[src/rtl/lfsr_rng_sched.sv]
// Serves words from an external XNOR LFSR to two requesters through a round-robin arbiter.
// Each seeding is followed by a fixed warm-up so the first words are not trivially related to the seed.
module lfsr_rng_sched #(
   parameter int                  NUM_BITS     = 4,
   parameter int                  WARMUP       = 4,
   parameter logic [NUM_BITS-1:0] SEED_DEFAULT = '0
) (
   input  logic                clk_i,
   input  logic                rst_i,
   input  logic [NUM_BITS-1:0] seed_i,
   input  logic                seed_load_i,
   input  logic [1:0]          req_i,
   output logic [1:0]          gnt_o,
   output logic [NUM_BITS-1:0] data_o,
   output logic                data_valid_o,
   output logic                wrap_o,
   output logic                ready_o,
   output logic                err_o,
   output logic                lfsr_rst_n_o,
   output logic                lfsr_en_o,
   output logic [NUM_BITS-1:0] lfsr_seed_o,
   input  logic [NUM_BITS-1:0] lfsr_data_i,
   input  logic                lfsr_done_i
);

   typedef enum logic [1:0] {SEED, WARM, READY} state_t;

   state_t              state_reg;
   logic [7:0]          warm_cnt_reg;
   logic [NUM_BITS-1:0] seed_reg;
   logic [NUM_BITS-1:0] data_reg;
   logic [1:0]          gnt_reg;
   logic                valid_reg;
   logic                wrap_reg;
   logic                err_reg;
   logic                prio_reg;   // 1 while requester 1 holds priority

   logic                load_ok;
   logic                load_bad;
   logic [1:0]          elig;
   logic                sel_any;
   logic                sel_idx;

   // All-ones is the XNOR lock-up value and can never leave itself.
   assign load_ok  = seed_load_i & ~(&seed_i);
   assign load_bad = seed_load_i &  (&seed_i);

   assign elig    = req_i & ~gnt_reg;
   assign sel_any = ~rst_i & ~load_ok & (state_reg == READY) & (|elig);
   assign sel_idx = (elig == 2'b11) ? prio_reg : elig[1];

   assign lfsr_en_o    = ~rst_i & ((state_reg == WARM) | sel_any);
   assign lfsr_rst_n_o = ~rst_i & (state_reg != SEED);

   // Outputs are forced to their reset values for as long as reset is held, aborting any pending grant.
   assign gnt_o        = rst_i ? 2'b00 : gnt_reg;
   assign data_valid_o = ~rst_i & valid_reg;
   assign wrap_o       = ~rst_i & wrap_reg;
   assign err_o        = ~rst_i & err_reg;
   assign ready_o      = ~rst_i & (state_reg == READY);
   assign data_o       = rst_i ? '0 : data_reg;
   assign lfsr_seed_o  = rst_i ? SEED_DEFAULT : seed_reg;

   always_ff @(posedge clk_i) begin
      if (rst_i) begin
         state_reg    <= SEED;
         warm_cnt_reg <= '0;
         seed_reg     <= SEED_DEFAULT;
         data_reg     <= '0;
         gnt_reg      <= 2'b00;
         valid_reg    <= 1'b0;
         wrap_reg     <= 1'b0;
         err_reg      <= 1'b0;
         prio_reg     <= 1'b0;
      end else begin
         gnt_reg   <= sel_any ? (sel_idx ? 2'b10 : 2'b01) : 2'b00;
         valid_reg <= sel_any;
         wrap_reg  <= sel_any & lfsr_done_i;
         err_reg   <= load_bad;
         if (sel_any) begin
            data_reg <= lfsr_data_i;
            prio_reg <= ~sel_idx;
         end
         if (load_ok) begin
            seed_reg     <= seed_i;
            state_reg    <= SEED;
            warm_cnt_reg <= '0;
            prio_reg     <= 1'b0;
         end else begin
            case (state_reg)
               SEED: begin
                  state_reg    <= WARM;
                  warm_cnt_reg <= '0;
               end
               WARM: begin
                  warm_cnt_reg <= warm_cnt_reg + 8'd1;
                  if (warm_cnt_reg == 8'(WARMUP - 1)) begin
                     state_reg <= READY;
                  end
               end
               READY:   state_reg <= READY;
               default: state_reg <= SEED;
            endcase
         end
      end
   end

endmodule

[config.mk]
export PLATFORM = sky130hd
export DESIGN_NAME = lfsr_rng_sched
export DESIGN_NICKNAME = d
export VERILOG_FILES = /design/src/rtl/lfsr_rng_sched.sv
export SDC_FILE = /design/constraint.sdc
export NUM_CORES = 1
export LEC_CHECK = 0
export ABC_AREA = 1
export CORE_AREA = 2 2 52 54
export DETAILED_ROUTE_END_ITERATION = 10
export DIE_AREA = 0 0 54 56
export GPL_TIMING_DRIVEN = 0
export PLACE_DENSITY_LB_ADDON = 0.3
export RECOVER_POWER = 25
export SLEW_MARGIN = 0
export SYNTH_ARGS = -nofsm -noshare
export SYNTH_HDL_FRONTEND = slang
export SYNTH_SLANG_ARGS = --single-unit
[constraint.sdc]
create_clock -name clk_i -period 3.5 [get_ports clk_i]
set_input_delay 0.525 -clock clk_i [delete_from_list [all_inputs] [get_ports clk_i]]
set_output_delay 0.525 -clock clk_i [all_outputs]
set_load 0.01 [all_outputs]
# [Yosys cells after proc, flatten, opt, wreduce, memory -nomap -nowiden]
# Cells that the tools add are included.
[word_totals] elab_cells=50 inputBits=14 ff_bits=24 output_inout_bits=16
[classes] eq_ne=5 n_bitwise=20 n_addsub=1 muxes=8 n_reduce_logical=7
[op_table] operator="$pmux 8 s2" n=1
[op_table] operator="$and 1x1->1" n=12
[op_table] operator="$add 8x1->8 const B" n=1
[op_table] operator="$eq 8x2->1 const B" n=1
[op_table] operator="$mux 4" n=2
[op_table] operator="$mux 2" n=3
[op_table] operator="$pmux 2 s3" n=1
[op_table] operator="$reduce_or 2->1" n=3
[op_table] operator="$not 1->1" n=5
[op_table] operator="$eq 2x2->1 const B" n=2
[op_table] operator="$reduce_and 4->1" n=1
[op_table] operator="$reduce_bool 2->1" n=2
[op_table] operator="$and 2x2->2" n=1
[op_table] operator="$eq 2x1->1 const B" n=1
[op_table] operator="$logic_not 2->1" n=1
[op_table] operator="$ne 2x1->1 const B" n=1
[op_table] operator="$not 2->2" n=1
[op_table] operator="$mux 1" n=1
[op_table] operator="$or 1x1->1" n=1

# [Depth between registers and ports, before layout]
# Gate-level depths: netlist of run 1.
[logic_depth] depth_word=9 ltp_mapped=10 depth_no_buf=10

# [Worst setup path after synthesis of run 1]
# OpenSTA, ideal clock, no wires.
[synth_path] path_kind="input-to-output" startpoint="input port rst_i" endpoint="output port lfsr_en_o" t_arrival_ns=1.183 path_slack_ns=1.792 n_path_buf=1 stages=8 t_required_ns=2.975 path_cell_list="buf_6 > inv_8 > nand2_4 > inv_4 > nand2_4 > inv_2 > nand2_1 > o21ai_0"
[synth_via] elab_chain_cells=6
[synth_rtl] element="start, declared" line="9" text="input logic rst_i,"
[synth_rtl] element="$not 1->1 (*)" line="49, 52"
[synth_rtl] element="$and 1x1->1 (3 in series)" line="49" text="assign sel_any = ~rst_i & ~load_ok & (state_reg == READY) & (|elig);"
[synth_rtl] element="$or 1x1->1" line="52" text="assign lfsr_en_o = ~rst_i & ((state_reg == WARM) | sel_any);"
[synth_rtl] element="$and 1x1->1 (*)" line="52"
[synth_rtl] element="end, declared" line="20" text="output logic lfsr_en_o,"
# Mark *: on every way between the ends. The rest lies on a longest branch, timed or not.

# [Worst setup path in the final report of run 1]
[layout_path] startpoint="input port seed_i[2]" endpoint="output port lfsr_en_o"
[layout_via] elab_chain_cells=9
[layout_rtl] element="start, declared" line="10" text="input logic [NUM_BITS-1:0] seed_i,"
[layout_rtl] element="$reduce_and 4->1" line="45" text="assign load_ok = seed_load_i & ~(&seed_i);"
[layout_rtl] element="$not 1->1" line="45"
[layout_rtl] element="$and 1x1->1" line="45"
[layout_rtl] element="$not 1->1" line="49"
[layout_rtl] element="$and 1x1->1 (3 in series)" line="49"
[layout_rtl] element="$or 1x1->1" line="52"
[layout_rtl] element="$and 1x1->1" line="52"
# Every way passes these cells.

==> results of run 1 <==
[worst max path at each step]
stage / slack (ns) / endpoint
6_report: 0.62 / lfsr_en_o
2_1_floorplan: 1.79 / lfsr_en_o
5_1_grt: 0.51 / lfsr_en_o
3_5_place_dp: 0.70 / lfsr_en_o
3_3_place_gp: 0.71 / lfsr_en_o
4_1_cts: 0.68 / lfsr_en_o
[metal layers]
layer / routed length [µm] / GRT usage (%) / up-vias
li1: - / - / 632
met1: 1120 / 19.2 / 508
met2: 1290 / 32.8 / 23
met3: 107 / 2.42 / 4
met4: 26 / 4.29 / 0
met5: 0 / 0 / -
[through the flow]
stage	setup slack (ns)	area, µm²	hold WS [ns]	cells
2_1_floorplan	1.79	1240	0.434	190
3_3_place_gp	0.715	1560	0.444	248
3_5_place_dp	0.700	1560	0.454	248
4_1_cts	0.683	1580	0.456	251
5_1_grt	0.511	1570	0.464	251
6_report	0.620	1570	0.456	251
[cell usage after synthesis]
library cell	number	area [µm²]
ha_1	4	50.1
a21oi_1	9	45.0
inv_8	1	11.3
o21ai_0	7	35.0
nor3_1	1	5.00
o21ai_1	1	5.00
nand3_2	1	10.0
nor2_1	44	165
nand3_1	9	45.0
nand4_1	1	6.26
nand2_1	40	150
nand2_4	2	22.5
clkbuf_1	1	3.75
nor3b_1	1	7.51
buf_6	1	11.3
inv_4	1	6.26
nor2_2	3	18.8
inv_1	34	128
dfxtp_1	24	480
a22oi_1	1	7.51
nor2_4	2	22.5
inv_2	2	7.51
[power by group]
part	total [mW]	switching [mW]	internal, mW
registers	0.284	0.00287	0.281
clock network	0.117	0.0767	0.0401
logic	0.0882	0.0486	0.0396
total	0.489	0.128	0.361
[area by class of cell]
class                           count  area [µm²]
Sequential cell                    24         480
Tap cell                           30        37.5
Multi-Input combinational cell    126         586
Inverter                           38         153
Timing Repair Buffer               28         280
Clock buffer                        3        22.5
Buffer                              2        15.0
Fill cell                         224         858
[cells in the final DEF (no fill, tap or decap)]
master           count
o21ai_1              1
nand3_1              9
nand4_1              1
nand3_2              1
o21ai_0              7
nor3b_1              1
inv_1               34
inv_2                2
nor2_2               2
nand2_1             40
a22oi_1              1
a21oi_1              9
inv_4                1
nor2_1              46
clkbuf_1             1
clkbuf_4             3
inv_8                1
dfxtp_1             24
dlygate4sd3_1        1
buf_6                1
clkdlybuf4s50_1     27
nor2_4               1
nand2_4              2
nor3_1               1
ha_1                 4
[cells by family (layout without fill, tap and decap cells)]
| logic type | Yosys count | in the layout | synth area share (%) |
|---|---|---|---|
| buffers and inverters | 40 | 71 | 13.5 |
| adder cells (fa/ha/maj) | 4 | 4 | 4.02 |
| AND/OR/NAND/NOR | 104 | 104 | 36.4 |
| AO/OA/AOI/OAI | 18 | 18 | 7.44 |
| flip-flops | 24 | 24 | 38.6 |
[critical path, cell delays in order]
cell and delay [ns]:
dlygate4sd3_1 0.56, nand4_1 0.12, nand2_1 0.26, nand2_1 0.18
o21ai_0 0.13, clkdlybuf4s50_1 0.57
==> flow_summary.json, run 1 <==
{
  "status": "completed",
  "fin_total_pwr_mw": 0.489,
  "clock_latency_ns": 0.30,
  "clkTransAtPathRegs_ns": 0.12,
  "finalCriticalPeriod_ns": 2.88,
  "grt_pass1_vias": 1008,
  "holdBufCountCts": 0,
  "grt_setup_unrepaired": "no",
  "fin_skew_ns": 0.00230,
  "required_ns": 2.97,
  "syn_avg_cell_area_um2": 6.55,
  "ant_nets": 0,
  "final_util_pct": 64.7,
  "hold_end": "err_reg$_SDFF_PP0_",
  "io_pins": 30,
  "wl_per_cell_um": 10.1,
  "ys_seq_area_share_pct": 38.6,
  "first_pass_iters": 4,
  "ir_drop_uv": 209,
  "power.density_nw_per_um2": 311,
  "clock_path_buffers": 2,
  "postCtsSetupRepairBufs": 0,
  "ys_types": 22,
  "hold_depth": 2,
  "yosysWarnings": 0,
  "tightest_slew_ns": 0.451,
  "syn-num-nets": 208,
  "slew_violations": 0,
  "root_buffer": "clkbuf_4",
  "end_kind": "primary output",
  "path_class": "in2out",
  "critPathLaunchType": "primary input",
  "antenna_found_initial": 0,
  "crit_start": "seed_i[2]",
  "syn2layout_area_growth_pct": 26.6,
  "drive_gt1_share_pct": 6.33,
  "dp_hpwl_mm": 2.02,
  "arrival_ns": 2.36,
  "rr_endpoint": "data_reg[3]$_SDFFE_PP0N_",
  "cts_resized": 0,
  "cts_buffers": 3,
  "tns_ns": 0,
  "relSlewSlack_pct": 69.9,
  "ys_ff_latch": 24,
  "htree_levels": 1,
  "vias": 1167,
  "numClockSinks": 24,
  "synthCells": 190,
  "die-area_um2": 3020,
  "final-setup-viol-count": 0,
  "hp-start": "rst_i",
  "crit_fanout": 9,
  "grt-ovfl-total": 0,
  "max_freq_ghz": 0.347,
  "p_leak_nw": 0.719,
  "diodes": 0,
  "finalCritPeriodShare_pct": 82.3,
  "num_rows": 18,
  "min_path_type": "in2reg",
  "cts_tree": "yes",
  "synth_area_um2": 1240,
  "routed_wl_mm": 2.54,
  "num-nets-final": 241,
  "r2r_slack_ns": 2.09,
  "die_h_um": 56,
  "globalplace.congestion": 0.890,
  "drtIter0Drc": 13,
  "largest_reg_flops": 8,
  "finalHoldViolations": 0,
  "portBuffers": 28,
  "coreArea_um2": 2430,
  "grt_pass1_wl_mm": 4.00,
  "die_w_um": 54,
  "reg2regPathDepth": 9,
  "r2r_start": "state_reg[0]$_SDFFE_PP0P_",
  "vias_per_cell": 4.65,
  "initial_core_util_pct": 51.1,
  "grt_start_max_net_pins": 13,
  "drc": 0,
  "cap_viol_max_count": 0,
  "grt_usage_pct": 17.3
}
Power figures use the tool's default switching activity.
==> run 2: changes to the inputs <==
--- a/config.mk
+++ b/config.mk
@@ -6,9 +6,9 @@
 export NUM_CORES = 1
 export LEC_CHECK = 0
 export ABC_AREA = 1
-export CORE_AREA = 2 2 52 54
+export CORE_AREA = 2 2 54 56
 export DETAILED_ROUTE_END_ITERATION = 10
-export DIE_AREA = 0 0 54 56
+export DIE_AREA = 0 0 56 58
 export GPL_TIMING_DRIVEN = 0
 export PLACE_DENSITY_LB_ADDON = 0.3
 export RECOVER_POWER = 25
==> constraint.sdc (replaced) <==
create_clock -name clk_i -period 2.96 [get_ports clk_i]
set_input_delay 0.444 -clock clk_i [delete_from_list [all_inputs] [get_ports clk_i]]
set_output_delay 0.444 -clock clk_i [all_outputs]
set_load 0.01 [all_outputs]
==> run 2 against run 1 <==
Sequential cell count is the same. Global-route usage shrank 1.3 points. Clock-buffer cell count is the same. Critical endpoint unchanged. Largest power group unchanged.
==> flow_summary.json, run 2 (same netlist as run 1, synthesis figures left out) <==
{
  "status": "completed",
  "fin_skew_ns": 0.000541,
  "rr_endpoint": "warm_cnt_reg[7]$_SDFFE_PP0P_",
  "hold_depth": 2,
  "grt_pass1_wl_mm": 4.24,
  "wl_per_cell_um": 9.06,
  "crit_fanout": 9,
  "portBuffers": 28,
  "first_pass_iters": 4,
  "finalCriticalPeriod_ns": 2.69,
  "syn2layout_area_growth_pct": 26.7,
  "arrival_ns": 2.25,
  "vias": 1111,
  "layout_commonest_cell": "nor2_1",
  "p_leak_nw": 0.718,
  "io_pins": 30,
  "postCtsSetupRepairBufs": 0,
  "largest_reg_flops": 8,
  "antenna_found_initial": 0,
  "ant_nets": 0,
  "num_rows": 19,
  "multi_input_area_um2": 586,
  "reg2regPathDepth": 8,
  "grt_pass1_vias": 1016,
  "grt-ovfl-total": 0,
  "root_buffer": "clkbuf_4",
  "numClockSinks": 24,
  "num-nets-final": 241,
  "end_kind": "primary output",
  "hold_end": "err_reg$_SDFF_PP0_",
  "slew_violations": 0,
  "cts_tree": "yes",
  "crit_start": "seed_i[3]",
  "whs_ns": 0.366,
  "r2r_start": "state_reg[1]$_SDFFE_PP0P_",
  "drive_gt1_share_pct": 6.33,
  "die_w_um": 56,
  "drc": 0,
  "dp_hpwl_mm": 1.78,
  "cap_viol_max_count": 0,
  "clkTransAtPathRegs_ns": 0.12,
  "coreArea_um2": 2660,
  "die_h_um": 58,
  "hp-start": "rst_i",
  "tightest_slew_ns": 0.594,
  "clock_latency_ns": 0.30,
  "finalHoldViolations": 0,
  "drtIter0Drc": 31,
  "routed_wl_mm": 2.28,
  "seq_area_um2": 480,
  "grt_start_max_net_pins": 13,
  "cts_resized": 0,
  "diodes": 0,
  "grt_setup_unrepaired": "no",
  "initial_core_util_pct": 46.7,
  "fin_total_pwr_mw": 0.574,
  "globalplace.congestion": 0.783,
  "final-setup-viol-count": 0,
  "final_util_pct": 59.2,
  "required_ns": 2.52,
  "grt_usage_pct": 16.0,
  "power.density_nw_per_um2": 364,
  "r2r_slack_ns": 1.61,
  "critPathLaunchType": "primary input",
  "cts_buffers": 3,
  "clock_path_buffers": 2,
  "finalCritPeriodShare_pct": 90.9,
  "ir_drop_uv": 302,
  "tns_ns": 0,
  "path_class": "in2out",
  "fill_cells": 264,
  "vias_per_cell": 4.41,
  "relSlewSlack_pct": 60.3,
  "layout_common_cells": "46 x nor2_1, 40 x nand2_1, 34 x inv_1",
  "max_freq_ghz": 0.372,
  "min_path_type": "in2reg",
  "htree_levels": 1,
  "die-area_um2": 3250,
  "holdBufCountCts": 0
}
[run 2: cell types whose count changed in the layout (fill, tap and decap cells not counted), sizes merged]
cell           previous run  this run
dlygate4sd3               1         2
clkdlybuf4s50            27        26
[run 2: layer usage]
metal | up-vias | track usage (%) | wire [µm]
li1 | 632 | - | -
met1 | 456 | 21.0 | 1110
met2 | 19 | 27.2 | 1040
met3 | 4 | 3.13 | 100
met4 | 0 | 4.08 | 28
met5 | - | 0 | 0
[run 2: cell type report]
| cell class | count | area share [%] |
|---|---|---|
| Multi-Input combinational cell | 126 | 37.2 |
| Sequential cell | 24 | 30.5 |
| Timing Repair Buffer | 28 | 17.8 |
| Inverter | 38 | 9.69 |
| Tap cell | 31 | 2.46 |
| Clock buffer | 3 | 1.43 |
| Buffer | 2 | 0.953 |
[run 2: critical path, cell delays in order]
cell and delay, ns:
dlygate4sd3_1 0.56, nand4_1 0.12, nand2_1 0.27, nand2_1 0.18, o21ai_0 0.11, clkdlybuf4s50_1 0.56
[run 2: how the worst max path moves through the flow]
stage,depth (start not counted),slack (ns),to
4_1_cts,6,0.32,lfsr_en_o
2_1_floorplan,8,1.41,lfsr_en_o
6_report,6,0.27,lfsr_en_o
5_1_grt,6,0.13,lfsr_en_o
3_5_place_dp,6,0.33,lfsr_en_o
3_3_place_gp,6,0.33,lfsr_en_o
[run 2: stage by stage]
step | cell area, µm² | worst slack, ns | cells
after detailed placement | 1560 | 0.325 | 249
final | 1580 | 0.269 | 252
after global placement | 1560 | 0.333 | 249
after floorplan | 1240 | 1.41 | 190
after CTS | 1590 | 0.322 | 252
after global routing | 1580 | 0.126 | 252
[run 2: power breakdown]
part           leakage (nW)  internal (mW)  switching (mW)  total [mW]
Sequential            0.195          0.332         0.00319       0.335
Clock                0.0138         0.0475          0.0894       0.137
Combinational         0.510         0.0462          0.0556       0.102
Total                 0.718          0.426           0.148       0.574
==> run 3: changes to the inputs <==
--- a/config.mk
+++ b/config.mk
@@ -5,10 +5,9 @@
 export SDC_FILE = /design/constraint.sdc
 export NUM_CORES = 1
 export LEC_CHECK = 0
-export ABC_AREA = 1
-export CORE_AREA = 2 2 54 56
+export CORE_AREA = 2 2 53 55
 export DETAILED_ROUTE_END_ITERATION = 10
-export DIE_AREA = 0 0 56 58
+export DIE_AREA = 0 0 55 57
 export GPL_TIMING_DRIVEN = 0
 export PLACE_DENSITY_LB_ADDON = 0.3
 export RECOVER_POWER = 25
==> run 3 against run 2 <==
Synthesized cell count decreased by 32%. First-iteration DRC count decreased by 74%. Largest power group unchanged. Sequential share of layout area rose by 0.85 points. Combinational power down 12%. Clock power is 29% higher. Area after synthesis is 6.1% lower. Critical endpoint unchanged. Global-route usage grew 1.3 points. Hold slack better by 0.12 ns.
==> flow_summary.json, run 3 <==
{
  "status": "completed",
  "fin_total_pwr_mw": 0.602,
  "grt_setup_unrepaired": "no",
  "grt-ovfl-total": 0,
  "grt_usage_pct": 17.2,
  "tightest_slew_ns": 0.459,
  "drtIter0Drc": 8,
  "finalCriticalPeriod_ns": 2.79,
  "relSlewSlack_pct": 69.4,
  "ir_drop_uv": 330,
  "grt_pass1_wl_mm": 4.02,
  "async_reset_ff_share_pct": 0,
  "critPathLaunchType": "primary input",
  "comb_power_share_pct": 14.9,
  "whs_ns": 0.485,
  "syn2layout_area_growth_pct": 31.3,
  "num_rows": 19,
  "cts_buffers": 3,
  "p_clk_share_pct": 29.3,
  "htree_levels": 1,
  "coreArea_um2": 2620,
  "io_pins": 30,
  "tns_ns": 0,
  "synth_top_cell_by_area": "dfxtp_1",
  "slowest_delay_ns": 0.66,
  "crit_fanout": 9,
  "diodes": 0,
  "seq_power_share_pct": 55.7,
  "drive_gt1_share_pct": 6.13,
  "dp_hpwl_mm": 1.89,
  "layout_common_cells": "28 x clkdlybuf4s50_1, 24 x dfxtp_1, 18 x nor2b_1",
  "path_class": "in2out",
  "syn-num-nets": 148,
  "globalplace.congestion": 0.708,
  "yosysTopAreaCellShare_pct": 41.2,
  "required_ns": 2.52,
  "num-nets-final": 182,
  "slew_violations": 0,
  "layout_commonest_cell": "clkdlybuf4s50_1",
  "instances_no_fill": 194,
  "grt_pass1_vias": 990,
  "switchingPower_mw": 0.152,
  "yosysWarnings": 0,
  "finalHoldViolations": 0,
  "power.density_nw_per_um2": 393,
  "fin_skew_ns": 0.00201,
  "synthCells": 130,
  "holdBufCountCts": 0,
  "root_buffer": "clkbuf_4",
  "final-setup-viol-count": 0,
  "grt_start_max_net_pins": 14,
  "reg2regPathDepth": 5,
  "numClockSinks": 24,
  "dp.cells": 190,
  "crit_end": "lfsr_en_o",
  "synth_edf_count": 0,
  "yosys-top-cells-area": "dfxtp_1 41%, nor2b_1 9.6%, a21oi_1 4.3%",
  "syn_avg_cell_area_um2": 8.98,
  "portBuffers": 29,
  "clkTransAtPathRegs_ns": 0.13,
  "cap_viol_max_count": 0,
  "post-place-ws_ns": 0.203,
  "ys_types": 33,
  "ys_ff_latch": 24,
  "routed_wl_mm": 2.47,
  "end_kind": "primary output",
  "max_freq_ghz": 0.359,
  "antenna_found_initial": 0,
  "fin_ws_ns": 0.171,
  "arrival_ns": 2.35,
  "r2r_slack_ns": 1.37,
  "wl_per_cell_um": 12.7,
  "die_w_um": 55,
  "vias_per_cell": 5.21,
  "clock_path_buffers": 2,
  "ys_seq_area_share_pct": 41.2,
  "drc": 0,
  "ant_nets": 0,
  "sw_frac_of_total_pct": 25.2,
  "r2r_start": "state_reg[1]$_SDFFE_PP0P_",
  "largest_reg_flops": 8,
  "cts_tree": "yes",
  "power.internal_mw": 0.450,
  "first_pass_iters": 4,
  "rr_endpoint": "warm_cnt_reg[7]$_SDFFE_PP0P_",
  "cts_resized": 0,
  "initial_core_util_pct": 44.6,
  "die-area_um2": 3140,
  "slowest_stage": "dlygate4sd3_1",
  "crit_start": "rst_i",
  "p_leak_nw": 0.566,
  "crit_path_cell_trace": "dlygate4sd3_1 -> and2b_1 -> o221ai_4 -> o21ai_0 -> clkdlybuf4s50_1",
  "finalCritPeriodShare_pct": 94.2,
  "postCtsSetupRepairBufs": 0,
  "synth_flop_cell": "dfxtp_1",
  "synth.most_common_cell": "dfxtp_1",
  "synthTopCellsByCount": "24 x dfxtp_1, 18 x nor2b_1, 10 x a21oi_1, 10 x nor2_1, 9 x o21ai_0",
  "synth_area_um2": 1170,
  "vias": 1011,
  "min_path_type": "reg2reg",
  "die_h_um": 57,
  "clock_latency_ns": 0.32
}
-- run 3: cell types whose count changed after synthesis, moves of 3 or more --
cell | previous run | this run
or3_1 | 0 | 3
nor2b_1 | 0 | 18
nand2_1 | 40 | 3
o211ai_1 | 0 | 6
nand3_1 | 9 | 3
nor2_2 | 3 | 0
nor2_1 | 44 | 10
mux2i_1 | 0 | 3
inv_1 | 34 | 6
mux2_1 | 0 | 4
-- run 3: how the worst min path moves through the flow --
stage | slack, ns | end | depth (start not counted) | start
floorplan | 0.44 | prio_reg$_SDFFE_PP0N_ | 2 | prio_reg$_SDFFE_PP0N_
global placement | 0.45 | prio_reg$_SDFFE_PP0N_ | 2 | prio_reg$_SDFFE_PP0N_
detailed placement | 0.47 | seed_reg[2]$_SDFFE_PP0P_ | 2 | seed_reg[2]$_SDFFE_PP0P_
CTS | 0.49 | prio_reg$_SDFFE_PP0N_ | 2 | prio_reg$_SDFFE_PP0N_
global route | 0.51 | prio_reg$_SDFFE_PP0N_ | 2 | prio_reg$_SDFFE_PP0N_
finish | 0.48 | prio_reg$_SDFFE_PP0N_ | 2 | prio_reg$_SDFFE_PP0N_
-- run 3: final cells by class --
| cell class | instances | area, µm² |
|---|---|---|
| Sequential cell | 24 | 480 |
| Fill cell | 253 | 1080 |
| Tap cell | 31 | 38.8 |
| Inverter | 8 | 30.0 |
| Timing Repair Buffer | 29 | 290 |
| Clock buffer | 4 | 36.3 |
| Multi-Input combinational cell | 94 | 641 |
| Buffer | 4 | 16.3 |
-- run 3: logic make-up (layout without fill, tap and decap cells) --
logic type / after synthesis / count (layout) / synth area share (%)
buffers and inverters: 12 / 45 / 3.97
AOI/OAI and AO/OA: 32 / 32 / 18.5
muxes: 7 / 7 / 6.43
and+or+nand+nor: 51 / 51 / 25.6
DFF: 24 / 24 / 41.2
adders and majority gates: 4 / 4 / 4.29
-- run 3: layer usage --
layer	GRT usage (%)	part of all wire, %	vias to the layer above
li1	-	-	532
met1	19.9	44	455
met2	30.8	51	19
met3	2.88	3.1	5
met4	6.27	1.5	0
met5	0	0	-
-- run 3: critical path, delay by kind of cell --
kind | cells | cell delay [ns]
buffers and inverters | 2 | 1.23
and+or+nand+nor | 1 | 0.34
AOI/OAI and AO/OA | 2 | 0.33
-- run 3: metrics by stage --
| stage | util, % | instance area (µm²) |
|---|---|---|
| 2_1_floorplan | - | 1170 |
| 4_1_cts | 58.6 | 1530 |
| 5_1_grt | 58.6 | 1530 |
| 6_report | 58.6 | 1530 |
| 3_3_place_gp | 57.2 | 1500 |
| 3_5_place_dp | 57.2 | 1500 |
-- run 3: power by group through the flow --
stage | clock, mW | sequential (mW) | combinational, mW
after floorplan | 0 | 0.342 | 0.0486
after global placement | 0 | 0.342 | 0.0879
after detailed placement | 0 | 0.343 | 0.0915
after CTS | 0.181 | 0.336 | 0.0918
after global routing | 0.189 | 0.337 | 0.101
final | 0.177 | 0.336 | 0.0900
==> edit, RTL diff (settings of run 2) <==
Set the parameter `NUM_BITS` to 6 (it was 4).
--- a/src/rtl/lfsr_rng_sched.sv
+++ b/src/rtl/lfsr_rng_sched.sv
@@ -1,7 +1,7 @@
 // Serves words from an external XNOR LFSR to two requesters through a round-robin arbiter.
 // Each seeding is followed by a fixed warm-up so the first words are not trivially related to the seed.
 module lfsr_rng_sched #(
-   parameter int                  NUM_BITS     = 4,
+   parameter int                  NUM_BITS     = 6,
    parameter int                  WARMUP       = 4,
    parameter logic [NUM_BITS-1:0] SEED_DEFAULT = '0
 ) (
Interface: changed (resized data_o, lfsr_data_i, lfsr_seed_o and seed_i); port bits go from 30 to 38. No check against the original RTL was run, so the function may have changed too.
==> edit against run 2 <==
Synthesized area increased by 14%; synthesized cell count up 12%; core utilization is 9.4 points higher; setup slack better by 39 ps; combinational power is 9.8% higher; final area grew 16%; critical path type unchanged; total power rose by 14%; sequential cell count is 4 higher; largest power group unchanged; sequential share of layout area grew 0.21 points; routed wire length up 24%; global-route usage is 2.8 points higher; cell count rose by 12%.
==> edit: results (changes against run 2) <==
[placement]
dp.final_hpwl_um=2180  ; was 1780 um
place_congestion=0.813  ; was 0.783
port_buffers=36  ; was 28
dp_slack_ps=308  ; was 325 ps
post_dp_cell_area_sq_um=1820  ; was 1560 sq um

[setup_path]
worstPathArrival_ps=2210  ; was 2250 ps
timing.rr.start=state_reg[1]$_SDFFE_PP0P_  ; unchanged
slowest_stage=clkdlybuf4s50_1  ; was dlygate4sd3_1
startpoint=seed_i[0]  ; was seed_i[3]
cpPeakStageDelay_ps=560  ; about the same

[cts]
path_clk_slew_ps=140  ; was 120 ps
cts_max_level=1  ; unchanged
cts_buffers=3  ; unchanged
ctsResizeCount=0  ; unchanged
clkLatencyLatePin_ps=320  ; was 300 ps
root_buffer=clkbuf_4  ; unchanged

[yosys]
synth-compound-area-share=0.0984  ; was 0.0744
synth_edf_count=0  ; unchanged
synth-adder-area-share=0.0351  ; was 0.0402
synth_nets=235  ; was 208
netlist-cell-type-count=22  ; unchanged
yosysSeqAreaShare=0.394  ; was 0.386
ys_top_cells_by_count=nand2_1 (45), inv_1 (42), nor2_1 (41)  ; was nor2_1 (44), nand2_1 (40), inv_1 (34)
yosys-mux-area-fraction=0  ; unchanged
synth_area_leaders=dfxtp_1 (39%), nand2_1 (12%), inv_1 (11%), nor2_1 (11%), a21oi_1 (3.9%)  ; was dfxtp_1 (39%), nor2_1 (13%), nand2_1 (12%), inv_1 (10%), ha_1 (4.0%)

[power]
p_leak_nw=0.875  ; was 0.718 nW
switchingPower_uw=166  ; was 148 uW
p_seq_frac=0.598  ; was 0.584
clk-power_uw=151  ; was 137 uW
power.share.switching=0.254  ; was 0.258
vdd_drop_max_uv=300  ; was 302 uV

[route]
firstDrtPassIters=4  ; unchanged
wire_per_inst_um=10.0  ; was 9.06 um
first_iter_violations=41  ; was 31
via_count=1366  ; was 1111

[global_route]
grtUsageTotal=0.187  ; was 0.160
grt_first_pass_wirelength_um=4960  ; was 4240 um
antenna_found_initial=0  ; unchanged
grt_pass1_vias=1231  ; was 1016
grt_start_max_net_pins=15  ; was 13

[cells_and_area]
largest_reg_flops=8  ; unchanged
drive_above_1_share=0.0437  ; was 0.0633
fillerInstances=260  ; was 264
finalNetCount=276  ; was 241

[sta]
setup_viol=0  ; unchanged
clock_skew_ps=1.16  ; was 0.541 ps
slew_headroom=0.686  ; was 0.603

[run_status]
outcome=finished, final reports clean  ; unchanged

-- edit: changes by cell type after synthesis, moves of 3 or more --
cell and change:
dfxtp_1 +4, nand2_2 +3, nor2_1 -3, nand2_1 +5
inv_1 +8, nand3b_1 +6, nor2_2 -3
-- edit: worst reg2reg max path: stages (launching register included) --
cell,delay [ps]
dfxtp_1,380
inv_1,70
ha_1,170
buf_2,170
nor2_1,250
inv_1,110
nor2_1,100
a21oi_1,50
nor2_1,100
-- edit: final cells by class --
| class | instances | area [sq um] | share of cell area |
|---|---|---|---|
| plain buffers | 5 | 28.8 | 0.0158 |
| flip-flops and latches | 28 | 561 | 0.307 |
| multi-input cells | 137 | 652 | 0.357 |
| clock buffers | 3 | 22.5 | 0.0123 |
| inverters | 43 | 163 | 0.0891 |
| repair buffers | 36 | 360 | 0.197 |
| well taps | 31 | 38.8 | 0.0212 |
-- edit: per-stage QoR --
| stage | cells | util | hold slack, ps |
|---|---|---|---|
| floorplan | 213 | - | 434 |
| global placement | 280 | 0.685 | 442 |
| detailed placement | 280 | 0.685 | 448 |
| CTS | 283 | 0.693 | 317 |
| global route | 283 | 0.686 | 326 |
| finish | 283 | 0.686 | 329 |
-- edit: metal layers --
metal | vias to the layer above | GRT usage | routed length, um
met4 | 0 | 0.0748 | 46
met2 | 25 | 0.333 | 1390
met3 | 5 | 0.0268 | 102
met1 | 607 | 0.230 | 1300
met5 | - | 0 | 0
li1 | 729 | - | -
-- edit: final timing paths --
kind | cells after the start | endpoint | slack, ps
max | 8 | lfsr_en_o | 310
min | 2 | err_reg$_SDFF_PP0_ | 330
max reg2reg | 8 | warm_cnt_reg[6]$_SDFFE_PP0P_ | 1520
min reg2reg | 2 | seed_reg[1]$_SDFFE_PP0P_ | 460
